## src/rtl/apb_xfer_arbiter.sv

```systemverilog
// Round-robin arbiter/sequencer sharing one APB master CSR command port among N_REQ requesters.
// Optional transfer timeout with DRAIN state enabled by defining APB_XFER_ARB_TIMEOUT_EN.
module apb_xfer_arbiter #(
  parameter int unsigned N_REQ          = 2,
  parameter int unsigned ADDR_WIDTH     = 32,
  parameter int unsigned DATA_WIDTH     = 32,
  parameter int unsigned TIMEOUT_CYCLES = 256
) (
  input  logic                          pclk_i,
  input  logic                          prst_i,
  input  logic [N_REQ-1:0]              req_i,
  input  logic [N_REQ-1:0]              write_i,
  input  logic [N_REQ*ADDR_WIDTH-1:0]   addr_i,
  input  logic [N_REQ*DATA_WIDTH-1:0]   wdata_i,
  output logic [N_REQ-1:0]              ack_o,
  output logic                          err_o,
  output logic [DATA_WIDTH-1:0]         rdata_o,
  output logic [N_REQ-1:0]              grant_o,
  output logic                          busy_o,
  output logic [ADDR_WIDTH-1:0]         reg_addr_o,
  output logic [DATA_WIDTH-1:0]         reg_wdata_o,
  output logic                          reg_write_o,
  output logic                          reg_enable_o,
  input  logic                          reg_idle_i,
  input  logic [DATA_WIDTH-1:0]         reg_rdata_i
);

  localparam int unsigned IDX_W = (N_REQ > 1) ? $clog2(N_REQ) : 1;

  if (N_REQ < 1 || N_REQ > 8 || TIMEOUT_CYCLES < 1) begin : g_param_check
    $error("apb_xfer_arbiter: N_REQ must be 1..8 and TIMEOUT_CYCLES >= 1");
  end

  typedef enum logic [2:0] {
    IDLE,
    ISSUE,
    WAIT_BUSY,
    WAIT_DONE,
    RESP
`ifdef APB_XFER_ARB_TIMEOUT_EN
    , DRAIN
`endif
  } state_t;

  state_t                  state_q, state_d;
  logic [IDX_W-1:0]        win_q, win_d;
  logic [IDX_W-1:0]        last_q, last_d;
  logic [N_REQ-1:0]        grant_d, ack_d;
  logic [DATA_WIDTH-1:0]   rdata_d, wdata_d;
  logic [ADDR_WIDTH-1:0]   addr_d;
  logic                    write_d, enable_d, busy_d;

  logic                    found_hi, found_lo, pick_valid;
  logic [IDX_W-1:0]        idx_hi, idx_lo, pick_idx;
  logic [N_REQ-1:0]        pick_oh;
  logic [ADDR_WIDTH-1:0]   pick_addr;
  logic [DATA_WIDTH-1:0]   pick_wdata;
  logic                    pick_write;

`ifdef APB_XFER_ARB_TIMEOUT_EN
  localparam int unsigned CNT_W = $clog2(TIMEOUT_CYCLES + 1);
  logic [CNT_W-1:0] tmo_cnt_q, tmo_cnt_d;
  logic             tmo_q, tmo_d, err_d;
  logic             tmo_hit;
  assign tmo_hit = (tmo_cnt_q == CNT_W'(TIMEOUT_CYCLES - 1));
`else
  assign err_o = 1'b0;
`endif

  // Round-robin pick: first requester above the last winner, else wrap to the lowest.
  always_comb begin
    found_hi = 1'b0;
    found_lo = 1'b0;
    idx_hi   = '0;
    idx_lo   = '0;
    for (int unsigned k = 0; k < N_REQ; k++) begin
      if (req_i[k]) begin
        if (k > 32'(last_q)) begin
          if (!found_hi) begin
            found_hi = 1'b1;
            idx_hi   = IDX_W'(k);
          end
        end else if (!found_lo) begin
          found_lo = 1'b1;
          idx_lo   = IDX_W'(k);
        end
      end
    end
    pick_valid = found_hi | found_lo;
    pick_idx   = found_hi ? idx_hi : idx_lo;
  end

  // Winner payload mux.
  always_comb begin
    pick_oh    = '0;
    pick_addr  = '0;
    pick_wdata = '0;
    pick_write = 1'b0;
    for (int unsigned k = 0; k < N_REQ; k++) begin
      if (pick_idx == IDX_W'(k)) begin
        pick_oh[k] = 1'b1;
        pick_addr  = addr_i[k*ADDR_WIDTH +: ADDR_WIDTH];
        pick_wdata = wdata_i[k*DATA_WIDTH +: DATA_WIDTH];
        pick_write = write_i[k];
      end
    end
  end

  // Next-state and next-output logic.
  always_comb begin
    state_d = state_q;
    win_d   = win_q;
    last_d  = last_q;
    grant_d = grant_o;
    rdata_d = rdata_o;
    addr_d  = reg_addr_o;
    wdata_d = reg_wdata_o;
    write_d = reg_write_o;
`ifdef APB_XFER_ARB_TIMEOUT_EN
    tmo_cnt_d = tmo_cnt_q;
    tmo_d     = tmo_q;
`endif
    case (state_q)
      IDLE: begin
        if (pick_valid && reg_idle_i) begin
          state_d = ISSUE;
          win_d   = pick_idx;
          grant_d = pick_oh;
          addr_d  = pick_addr;
          wdata_d = pick_wdata;
          write_d = pick_write;
        end
      end
      ISSUE: begin
        state_d = WAIT_BUSY;
`ifdef APB_XFER_ARB_TIMEOUT_EN
        tmo_cnt_d = '0;
        tmo_d     = 1'b0;
`endif
      end
      WAIT_BUSY: begin
`ifdef APB_XFER_ARB_TIMEOUT_EN
        tmo_cnt_d = tmo_cnt_q + CNT_W'(1);
`endif
        if (!reg_idle_i) begin
          state_d = WAIT_DONE;
        end
`ifdef APB_XFER_ARB_TIMEOUT_EN
        else if (tmo_hit) begin
          state_d = RESP;
          rdata_d = '0;
          tmo_d   = 1'b1;
        end
`endif
      end
      WAIT_DONE: begin
`ifdef APB_XFER_ARB_TIMEOUT_EN
        tmo_cnt_d = tmo_cnt_q + CNT_W'(1);
`endif
        if (reg_idle_i) begin
          state_d = RESP;
          rdata_d = reg_rdata_i;
        end
`ifdef APB_XFER_ARB_TIMEOUT_EN
        else if (tmo_hit) begin
          state_d = RESP;
          rdata_d = '0;
          tmo_d   = 1'b1;
        end
`endif
      end
      RESP: begin
        last_d  = win_q;
        grant_d = '0;
`ifdef APB_XFER_ARB_TIMEOUT_EN
        state_d = tmo_q ? DRAIN : IDLE;
`else
        state_d = IDLE;
`endif
      end
`ifdef APB_XFER_ARB_TIMEOUT_EN
      // Aborted transfer: let the master finish and discard its result.
      DRAIN: begin
        if (reg_idle_i) begin
          state_d = IDLE;
        end
      end
`endif
      default: state_d = IDLE;
    endcase

    // RESP is only entered from the wait states, where grant_o still names the winner.
    ack_d    = (state_d == RESP) ? grant_o : '0;
    enable_d = (state_d == ISSUE);
    busy_d   = (state_d != IDLE);
`ifdef APB_XFER_ARB_TIMEOUT_EN
    err_d    = (state_d == RESP) && tmo_d;
`endif
  end

  // State and registered outputs.
  always_ff @(posedge pclk_i or posedge prst_i) begin
    if (prst_i) begin
      state_q      <= IDLE;
      win_q        <= '0;
      last_q       <= IDX_W'(N_REQ - 1);
      ack_o        <= '0;
      rdata_o      <= '0;
      grant_o      <= '0;
      busy_o       <= 1'b0;
      reg_addr_o   <= '0;
      reg_wdata_o  <= '0;
      reg_write_o  <= 1'b0;
      reg_enable_o <= 1'b0;
`ifdef APB_XFER_ARB_TIMEOUT_EN
      tmo_cnt_q    <= '0;
      tmo_q        <= 1'b0;
      err_o        <= 1'b0;
`endif
    end else begin
      state_q      <= state_d;
      win_q        <= win_d;
      last_q       <= last_d;
      ack_o        <= ack_d;
      rdata_o      <= rdata_d;
      grant_o      <= grant_d;
      busy_o       <= busy_d;
      reg_addr_o   <= addr_d;
      reg_wdata_o  <= wdata_d;
      reg_write_o  <= write_d;
      reg_enable_o <= enable_d;
`ifdef APB_XFER_ARB_TIMEOUT_EN
      tmo_cnt_q    <= tmo_cnt_d;
      tmo_q        <= tmo_d;
      err_o        <= err_d;
`endif
    end
  end

endmodule

```

## config.mk

```make
export PLATFORM = sky130hd
export DESIGN_NAME = apb_xfer_arbiter
export DESIGN_NICKNAME = d
export VERILOG_FILES = /design/src/rtl/apb_xfer_arbiter.sv
export SDC_FILE = /design/constraint.sdc
export NUM_CORES = 1
export LEC_CHECK = 0
export CORE_MARGIN = 3
export CORE_UTILIZATION = 40
export CTS_BUF_LIST = sky130_fd_sc_hd__clkbuf_2
export DETAILED_ROUTE_END_ITERATION = 8
export PLACE_DENSITY_LB_ADDON = 0.1
export SYNTH_ARGS = -nofsm -noshare
export SYNTH_HDL_FRONTEND = slang
export SYNTH_SLANG_ARGS = --single-unit
export TNS_END_PERCENT = 100
```

## constraint.sdc

```tcl
create_clock -name pclk_i -period 4.03 [get_ports pclk_i]
set_clock_uncertainty 0.1 [all_clocks]
set_input_delay 0.806 -clock pclk_i [delete_from_list [all_inputs] [get_ports pclk_i]]
set_output_delay 0.806 -clock pclk_i [all_outputs]
set_load 0.05 [all_outputs]
```

==> metrics.csv, run 1 <==
metric;value;unit
Routed WL;14800;µm
die width;118;µm
outcome;completed;
clk buf depth;2;
Top FF cell, synth;dfrtp_1;
Seq/Total Area, Yosys;0.542;
met3 GRT Util;0.0596;
fmax;365;MHz
hold_buf cts;0;
number of global-route vias before repair;4207;
Post-Layout Cell Count;761;
M2 GR Usage;0.370;
Final nets;755;
GR Util met1;0.255;
post-synth top area cell;dfrtp_1;
final setup fails;0;
ant diodes;0;
initial antenna violation count;0;
post-synthesis net count;505;
Avg Cell Area, Syn;14.8;µm²
Max Cap Viol;0;
Synth Area in Simple Gates;0.0180;
crit path time final;2740;ps
FILL cells;976;
setup TNS;0;ps
PostCTS Resize Cnt;0;
Power Dens Cells;850;nW/µm²
critical path endpoint category;output port;
Post-Synth XOR/XNOR Area;0;
Async SR Flop Fraction;1.00;
Synth Register Bits;108;
Area contributors post-synth;dfrtp_1 (54%), a2bb2oi_2 (18%), o32ai_1 (11%);
class of the worst hold path;flip-flop to flip-flop;
critical path buffer and inverter count;1;
area occupied by multi-input gates;2060;µm²
post-synth cell types;30;
Placed Cells;745;
multiplexer share of the synthesized area;0.0742;
Max FO, Critical Path;2;
warnings from Yosys;0;
Least-Margin Pin Slew;1020;ps
CP Launch Type;flip-flop;
GRT Util Overall;0.209;
Top delay family on crit path;buffers and inverters;
Crit Path Class;flip-flop to output port;
slowest CP cell;clkdlybuf4s50_1;
largest family of logic cells by synthesized area;compound AO/OA/AOI/OAI gates;
crit path cell chain;clkdlybuf4s50_1;
Rows;40;
Placer Congestion;0.742;
1st-iter DRT viols;141;
IO buf count;269;
Reg area;2700;µm²
Crit path required time;3120;ps
DRC Markers;0;
Die Footprint;13900;µm²
Die H;118;µm
H-tree depth;3;
DR vias;3994;
core area;12100;µm²
share of cells above drive strength 1;0.159;
first drt pass iteration count;4;
Min Hold Slack;422;ps
number of routed nets with antenna violations;0;
Clock Sinks;108;
Max Transition Viols Final;0;
Rel. slew slack;0.323;
clk_lat worst skew;550;ps
clock buffer count from CTS;9;
Pleak;0.00301;µW
Tcrit/Tclk final;0.680;
Clk pin slew, worst setup/hold paths;280;ps
Final Hold Fails;0;
critical path data arrival time;1830;ps
initial cell density of the core;0.412;
Synth Area in Adders;0;
first-pass GRT wire length;23400;µm
Overflow after GRT;0;
Synth-to-Final Area Change;58.4;%
share of Yosys cell area claimed by the top area cell type;0.536;
Placed Area;7780;µm²
final instance area;7910;µm²
slowest stage delay, CP;850;ps
Synth Area in Compound Gates;0.316;
worst vdd ir;0.456;mV
post-synthesis cell count;338;
global routing's busiest layer;met2;
Post-CTS Setup Bufs;0;
synth cell count leaders;dfrtp_1 (107), o32ai_1 (65), a2bb2oi_2 (60);
wire per inst;19.5;µm
DP Wirelength;11100;µm
synthesized cell area;4990;µm²
drt via density;5.25;
count leader, synth;dfrtp_1;
RSZ-0062 raised after global routing;no;
Post-synth EDFFs;0;
largest net degree at the start of global routing;67;
clk root buf;clkbuf_2;
CTS tree;built;
I/O pins;271;
==> registers in the layout, summed over array words and instances (netlist names), 2 cells and up <==
register and flops:
ack_o 2, reg_addr_o 32, state_q 3, grant_o 2, rdata_o 32, reg_wdata_o 32
==> worst register-to-register path: stages (launching register included) <==
cell,delay [ps]
dfrtp_1,530
nor4b_4,340
buf_4,820
o211ai_1,230
o21ai_1,140
==> kinds of logic (layout without fill, tap and decap cells) <==
family / count (synthesis) / after routing
AOI/OAI and AO/OA: 139 / 139
buffers and inverters: 44 / 299
other: 1 / 1
and+or+nand+nor: 13 / 13
DFF: 108 / 108
muxes: 33 / 33
==> final timing paths <==
kind | start | end | slack, ps | depth (start not counted)
min in group asynchronous | prst_i | rdata_o[10] | 530 | 2
hold reg to reg | win_q | last_q | 420 | 2
setup / recovery | reg_wdata_o[7] | reg_wdata_o[7] | 1290 | 1
setup reg to reg | state_q[1] | win_q | 1820 | 4
max in group asynchronous | prst_i | rdata_o[30] | 2540 | 3
hold / removal | win_q | last_q | 420 | 2
==> through the flow <==
stage	setup slack (ps)	util	total power (µW)
2_1_floorplan	280	-	4790
3_3_place_gp	1060	0.642	6180
3_5_place_dp	1020	0.642	6260
4_1_cts	1220	0.653	6800
5_1_grt	1170	0.653	7020
6_report	1290	0.653	6720
==> area by class of cell <==
class,count,share of cell area
clock inverter,7,0.0103
multi-input combinational,186,0.260
tap,168,0.0266
inverter,4,0.00222
sequential,108,0.342
timing repair buffer,279,0.353
clock buffer,9,0.00570
==> layer usage <==
layer	vias up	part of all wire	wire [µm]
met5	-	0	0
li1	1864	-	-
met1	1962	0.40	5980
met3	6	0.077	1140
met2	162	0.51	7640
met4	0	0.0051	76
==> power by group <==
part           internal (µW)  switching, µW
clock network            157            374
logic                   1650           2600
registers               1600            341
==> cell usage in the layout, fill, tap and decap left out, types with 3 or more instances in the layout <==
master           synthesis  layout
mux2_1                  32      32
buf_4                    5       8
a2bb2oi_2               60      60
clkdlybuf4s50_1          0     269
o32ai_1                 65      65
nand2_1                  3       3
a2bb2oi_1                5       5
dfrtp_1                107     107
o21ai_1                  3       3
inv_6                    0       3
clkbuf_2                 0       9
Power figures use the tool's default switching activity.
==> inputs of run 2 (changes only) <==
==> constraint.sdc (replaced) <==
create_clock -name pclk_i -period 2.8 [get_ports pclk_i]
set_clock_uncertainty 0.1 [all_clocks]
set_input_delay 0.56 -clock pclk_i [delete_from_list [all_inputs] [get_ports pclk_i]]
set_output_delay 0.56 -clock pclk_i [all_outputs]
set_load 0.05 [all_outputs]
==> metrics.csv, run 2 (synthesized netlist as in run 1, its figures left out) <==
metric;value;unit;change
outcome;completed;;
Final Hold Fails;0;;unchanged
Final nets;756;;+0.13%
Synth-to-Final Area Change;60.2;%;
Clk pin slew, worst setup/hold paths;300;ps;+20 ps
Clock Sinks;108;;unchanged
Rel. slew slack;0.622;;+0.299
Max Transition Viols Final;0;;unchanged
switch share;0.486;;-0.00701
slowest CP cell;clkdlybuf4s50_1;;
Placed Area;7850;µm²;+0.92%
number of global-route vias before repair;4329;;+2.9%
Internal;5020;µW;+47%
Max Cap Viol;0;;unchanged
most frequent cells in the layout;clkdlybuf4s50_1 (269), dfrtp_1 (107), o32ai_1 (65), a2bb2oi_2 (60), mux2_1 (32);;
IO buf count;269;;unchanged
first-pass GRT wire length;23500;µm;+0.71%
Die Footprint;13900;µm²;unchanged
Placer Congestion;0.777;;+4.7%
FILL cells;953;;-2.4%
critical path data arrival time;1840;ps;about the same
Crit path required time;2140;ps;-980 ps
ant diodes;0;;unchanged
switching power;4740;µW;+43%
DR vias;4042;;+1.2%
Top delay family on crit path;buffers and inverters;;
drt via density;5.30;;+1.1%
Die H;118;µm;unchanged
final setup fails;0;;unchanged
class of the worst hold path;primary input to asynchronous set/reset pin;;
CTS tree;built;;
fmax;400;MHz;
Tcrit/Tclk final;0.892;;
setup TNS;0;ps;unchanged
Overflow after GRT;0;;unchanged
r2r setup slk;910;ps;-910 ps
Rows;40;;unchanged
DP Wirelength;11100;µm;-0.30%
Comb pwr share;0.630;;-0.002
crit path time final;2500;ps;
I/O pins;271;;unchanged
largest net degree at the start of global routing;67;;unchanged
Post-CTS Setup Bufs;0;;unchanged
Least-Margin Pin Slew;567;ps;-448 ps
first drt pass iteration count;6;;+2
crit path cell chain;clkdlybuf4s50_1;;
clk buf depth;2;;unchanged
Flop pwr share;0.286;;-0.003
RR Startpoint;state_q[1];;
wire per inst;19.3;µm;-1.2%
DRC Markers;0;;unchanged
slowest stage delay, CP;850;ps;about the same
initial cell density of the core;0.412;;unchanged
clk_lat worst skew;560;ps;about the same
final instance area;8000;µm²;+1.1%
clk root buf;clkbuf_2;;
H-tree depth;3;;unchanged
GRT Util Overall;0.212;;+0.00274
biggest registers after layout;rdata_o (32), reg_addr_o (32), reg_wdata_o (32);;
RSZ-0062 raised after global routing;no;;
Power Dens Cells;1220;nW/µm²;+43%
hold_buf cts;0;;unchanged
Max FO, Critical Path;2;;unchanged
PostCTS Resize Cnt;0;;unchanged
critical path endpoint category;output port;;
Pleak;0.00303;µW;+0.75%
core area;12100;µm²;unchanged
clock buffer count from CTS;9;;unchanged
1st-iter DRT viols;159;;+13%
worst vdd ir;0.607;mV;+33%
Crit Path Class;flip-flop to output port;;
R2R depth;4;;unchanged
initial antenna violation count;0;;unchanged
die width;118;µm;unchanged
Critical R2R Capture;reg_addr_o[7];;
clock power share;0.083;;+0.004
critical path buffer and inverter count;1;;unchanged
share of cells above drive strength 1;0.160;;+0.00142
Routed WL;14700;µm;-1.1%
number of routed nets with antenna violations;0;;unchanged
commonest non-fill, non-tap cell in the layout;clkdlybuf4s50_1;;
CP Launch Type;flip-flop;;
run 2: changes by cell type in the layout (fill, tap and decap cells not counted), sizes merged:
cell      before  now
buf           10   11
bufinv         1    2
clkinv         2    3
clkinvlp       0    2
inv            8    4
run 2: metrics by stage:
stage,utilization,hold slack [ps],cells,setup slack [ps],total power [µW]
2_1_floorplan,-,357,338,839,6900
3_3_place_gp,0.648,373,746,448,8930
3_5_place_dp,0.648,380,746,389,9050
4_1_cts,0.660,252,762,209,9860
5_1_grt,0.660,241,762,160,10200
6_report,0.660,288,762,302,9760
run 2: per-layer routing:
layer,vias up,part of all wire,GRT usage
met5,-,0,0
met4,0,0.016,0.0623
met3,15,0.070,0.0548
met2,151,0.52,0.379
met1,2015,0.40,0.251
li1,1861,-,-
run 2: worst max path at each step:
stage,from,cells after the start,to
floorplan,prst_i,1,ack_o[0]
global placement,reg_idle_i,5,reg_addr_o[1]
detailed placement,req_i[0],5,reg_addr_o[14]
CTS,reg_addr_o[5],1,reg_addr_o[5]
global route,reg_addr_o[5],1,reg_addr_o[5]
finish,reg_addr_o[5],1,reg_addr_o[5]
run 2: layout make-up:
class | instances | area, µm² | area share
clock inverters | 7 | 98.8 | 0.0124
flip-flops and latches | 108 | 2700 | 0.338
clock buffers | 9 | 45.0 | 0.00563
inverters | 4 | 18.8 | 0.00235
repair buffers | 280 | 2860 | 0.358
well taps | 168 | 210 | 0.0263
multi-input cells | 186 | 2060 | 0.257
run 2: power by group through the flow:
stage / logic [µW] / clock network, µW / registers (µW)
floorplan: 1580 / 0 / 5310
global placement: 6130 / 0 / 2800
detailed placement: 6200 / 0 / 2850
CTS: 6210 / 848 / 2800
global route: 6380 / 907 / 2890
finish: 6150 / 814 / 2790
==> inputs of run 3 (changes only) <==
--- a/config.mk
+++ b/config.mk
@@ -5,7 +5,7 @@
 export SDC_FILE = /design/constraint.sdc
 export NUM_CORES = 1
 export LEC_CHECK = 0
-export CORE_MARGIN = 3
+export CORE_MARGIN = 2
 export CORE_UTILIZATION = 40
 export CTS_BUF_LIST = sky130_fd_sc_hd__clkbuf_2
 export DETAILED_ROUTE_END_ITERATION = 8
==> metrics.csv, run 3 (synthesized netlist as in run 1, its figures left out) <==
metric;value;unit;change
wire per inst;19.2;µm;-0.22%
slowest CP cell;clkdlybuf4s50_1;;
clk buf depth;2;;unchanged
die width;116;µm;-1.7%
Max FO, Critical Path;2;;unchanged
Overflow after GRT;0;;unchanged
final instance area;7970;µm²;-0.33%
fmax;399;MHz;-0.21%
first-pass GRT wire length;22200;µm;-5.6%
Placer Congestion;0.786;;+1.2%
commonest non-fill, non-tap cell in the layout;clkdlybuf4s50_1;;
IO buf count;269;;unchanged
GRT Util Overall;0.217;;+0.00531
FILL cells;943;;-1.0%
Crit Path Class;flip-flop to output port;;
number of global-route vias before repair;4215;;-2.6%
clk_lat worst skew;560;ps;about the same
r2r setup slk;950;ps;+40 ps
final setup fails;0;;unchanged
RR Startpoint;state_q[1];;
critical path buffer and inverter count;1;;unchanged
number of routed nets with antenna violations;0;;unchanged
Rows;40;;unchanged
Reg area;2700;µm²;unchanged
ant diodes;0;;unchanged
DR vias;4045;;+0.074%
initial antenna violation count;0;;unchanged
crit path time final;2500;ps;+5.22 ps
Crit path required time;2140;ps;about the same
Tcrit/Tclk final;0.894;;+0.00186
Final nets;759;;+0.40%
Critical Path Start;reg_addr_o[24];;
critical path data arrival time;1840;ps;about the same
Max Cap Viol;0;;unchanged
Min Hold Slack;187;ps;-101 ps
largest net degree at the start of global routing;78;;+16%
fin util;0.658;;-0.00217
Power Dens Cells;1210;nW/µm²;-1.0%
biggest registers after layout;rdata_o (32), reg_addr_o (32), reg_wdata_o (32);;
Top delay family on crit path;buffers and inverters;;
Pleak;0.00303;µW;about the same
hold_buf cts;0;;unchanged
clk root buf;clkbuf_2;;
worst vdd ir;0.677;mV;+12%
Clk pin slew, worst setup/hold paths;270;ps;-30 ps
PostCTS Resize Cnt;0;;unchanged
CTS tree;built;;
Post-CTS Setup Bufs;0;;unchanged
Rel. slew slack;0.626;;+0.00400
H-tree depth;3;;unchanged
R2R depth;4;;unchanged
critical path endpoint category;output port;;
crit path cell chain;clkdlybuf4s50_1;;
Die Footprint;13400;µm²;-3.4%
setup TNS;0;ps;unchanged
Max Transition Viols Final;0;;unchanged
first drt pass iteration count;4;;-2
DRC Markers;0;;unchanged
Final Hold Fails;0;;unchanged
Synth-to-Final Area Change;59.6;%;
initial cell density of the core;0.412;;unchanged
core area;12100;µm²;unchanged
Placed Area;7870;µm²;+0.29%
Critical R2R Capture;reg_addr_o[29];;
Die H;116;µm;-1.7%
RSZ-0062 raised after global routing;no;;
I/O pins;271;;unchanged
class of the worst hold path;primary input to asynchronous set/reset pin;;
Pwr Total;9630;µW;-1.3%
share of cells above drive strength 1;0.161;;+0.00141
area occupied by multi-input gates;2060;µm²;unchanged
Least-Margin Pin Slew;560;ps;-7.75 ps
clock buffer count from CTS;9;;unchanged
slowest stage delay, CP;830;ps;-20 ps
1st-iter DRT viols;176;;+11%
CP Launch Type;flip-flop;;
Clock Sinks;108;;unchanged
most frequent cells in the layout;clkdlybuf4s50_1 (269), dfrtp_1 (107), o32ai_1 (65), a2bb2oi_2 (60), mux2_1 (32);;
DP Wirelength;11000;µm;-0.87%
outcome;completed;;
drt via density;5.30;;about the same
Routed WL;14700;µm;about the same
run 3: per-layer routing:
layer,part of all wire,vias up,global-route usage
li1,-,1867,-
met1,0.39,1980,0.260
met2,0.49,180,0.374
met3,0.096,18,0.0727
met4,0.016,0,0.0643
met5,0,-,0
run 3: worst max-delay path by stage:
stage | end | slack, ps | cells after the start
floorplan | ack_o[0] | 840 | 1
global placement | reg_wdata_o[0] | 420 | 5
detailed placement | reg_addr_o[22] | 370 | 5
CTS | reg_addr_o[24] | 240 | 1
global route | reg_write_o | 180 | 1
finish | reg_addr_o[24] | 300 | 1
run 3: final cells by class:
| type | instances | share of cell area |
|---|---|---|
| well taps | 168 | 0.0264 |
| multi-input cells | 186 | 0.258 |
| flip-flops and latches | 108 | 0.339 |
| clock buffers | 11 | 0.00691 |
| repair buffers | 283 | 0.362 |
| clock inverters | 3 | 0.00502 |
| inverters | 4 | 0.00236 |
run 3: power by group:
| part | total [µW] | switching (µW) | internal, µW | leakage (µW) |
|---|---|---|---|---|
| Combinational | 6160 | 3730 | 2420 | 0.00174 |
| Clock | 674 | 473 | 201 | 0.0000676 |
| Sequential | 2800 | 493 | 2300 | 0.00123 |
| Total | 9630 | 4700 | 4930 | 0.00303 |
run 3: metrics by stage:
stage | setup WS, ps | cells
2_1_floorplan | 839 | 338
3_3_place_gp | 416 | 749
3_5_place_dp | 374 | 749
4_1_cts | 236 | 763
5_1_grt | 178 | 763
6_report | 297 | 763
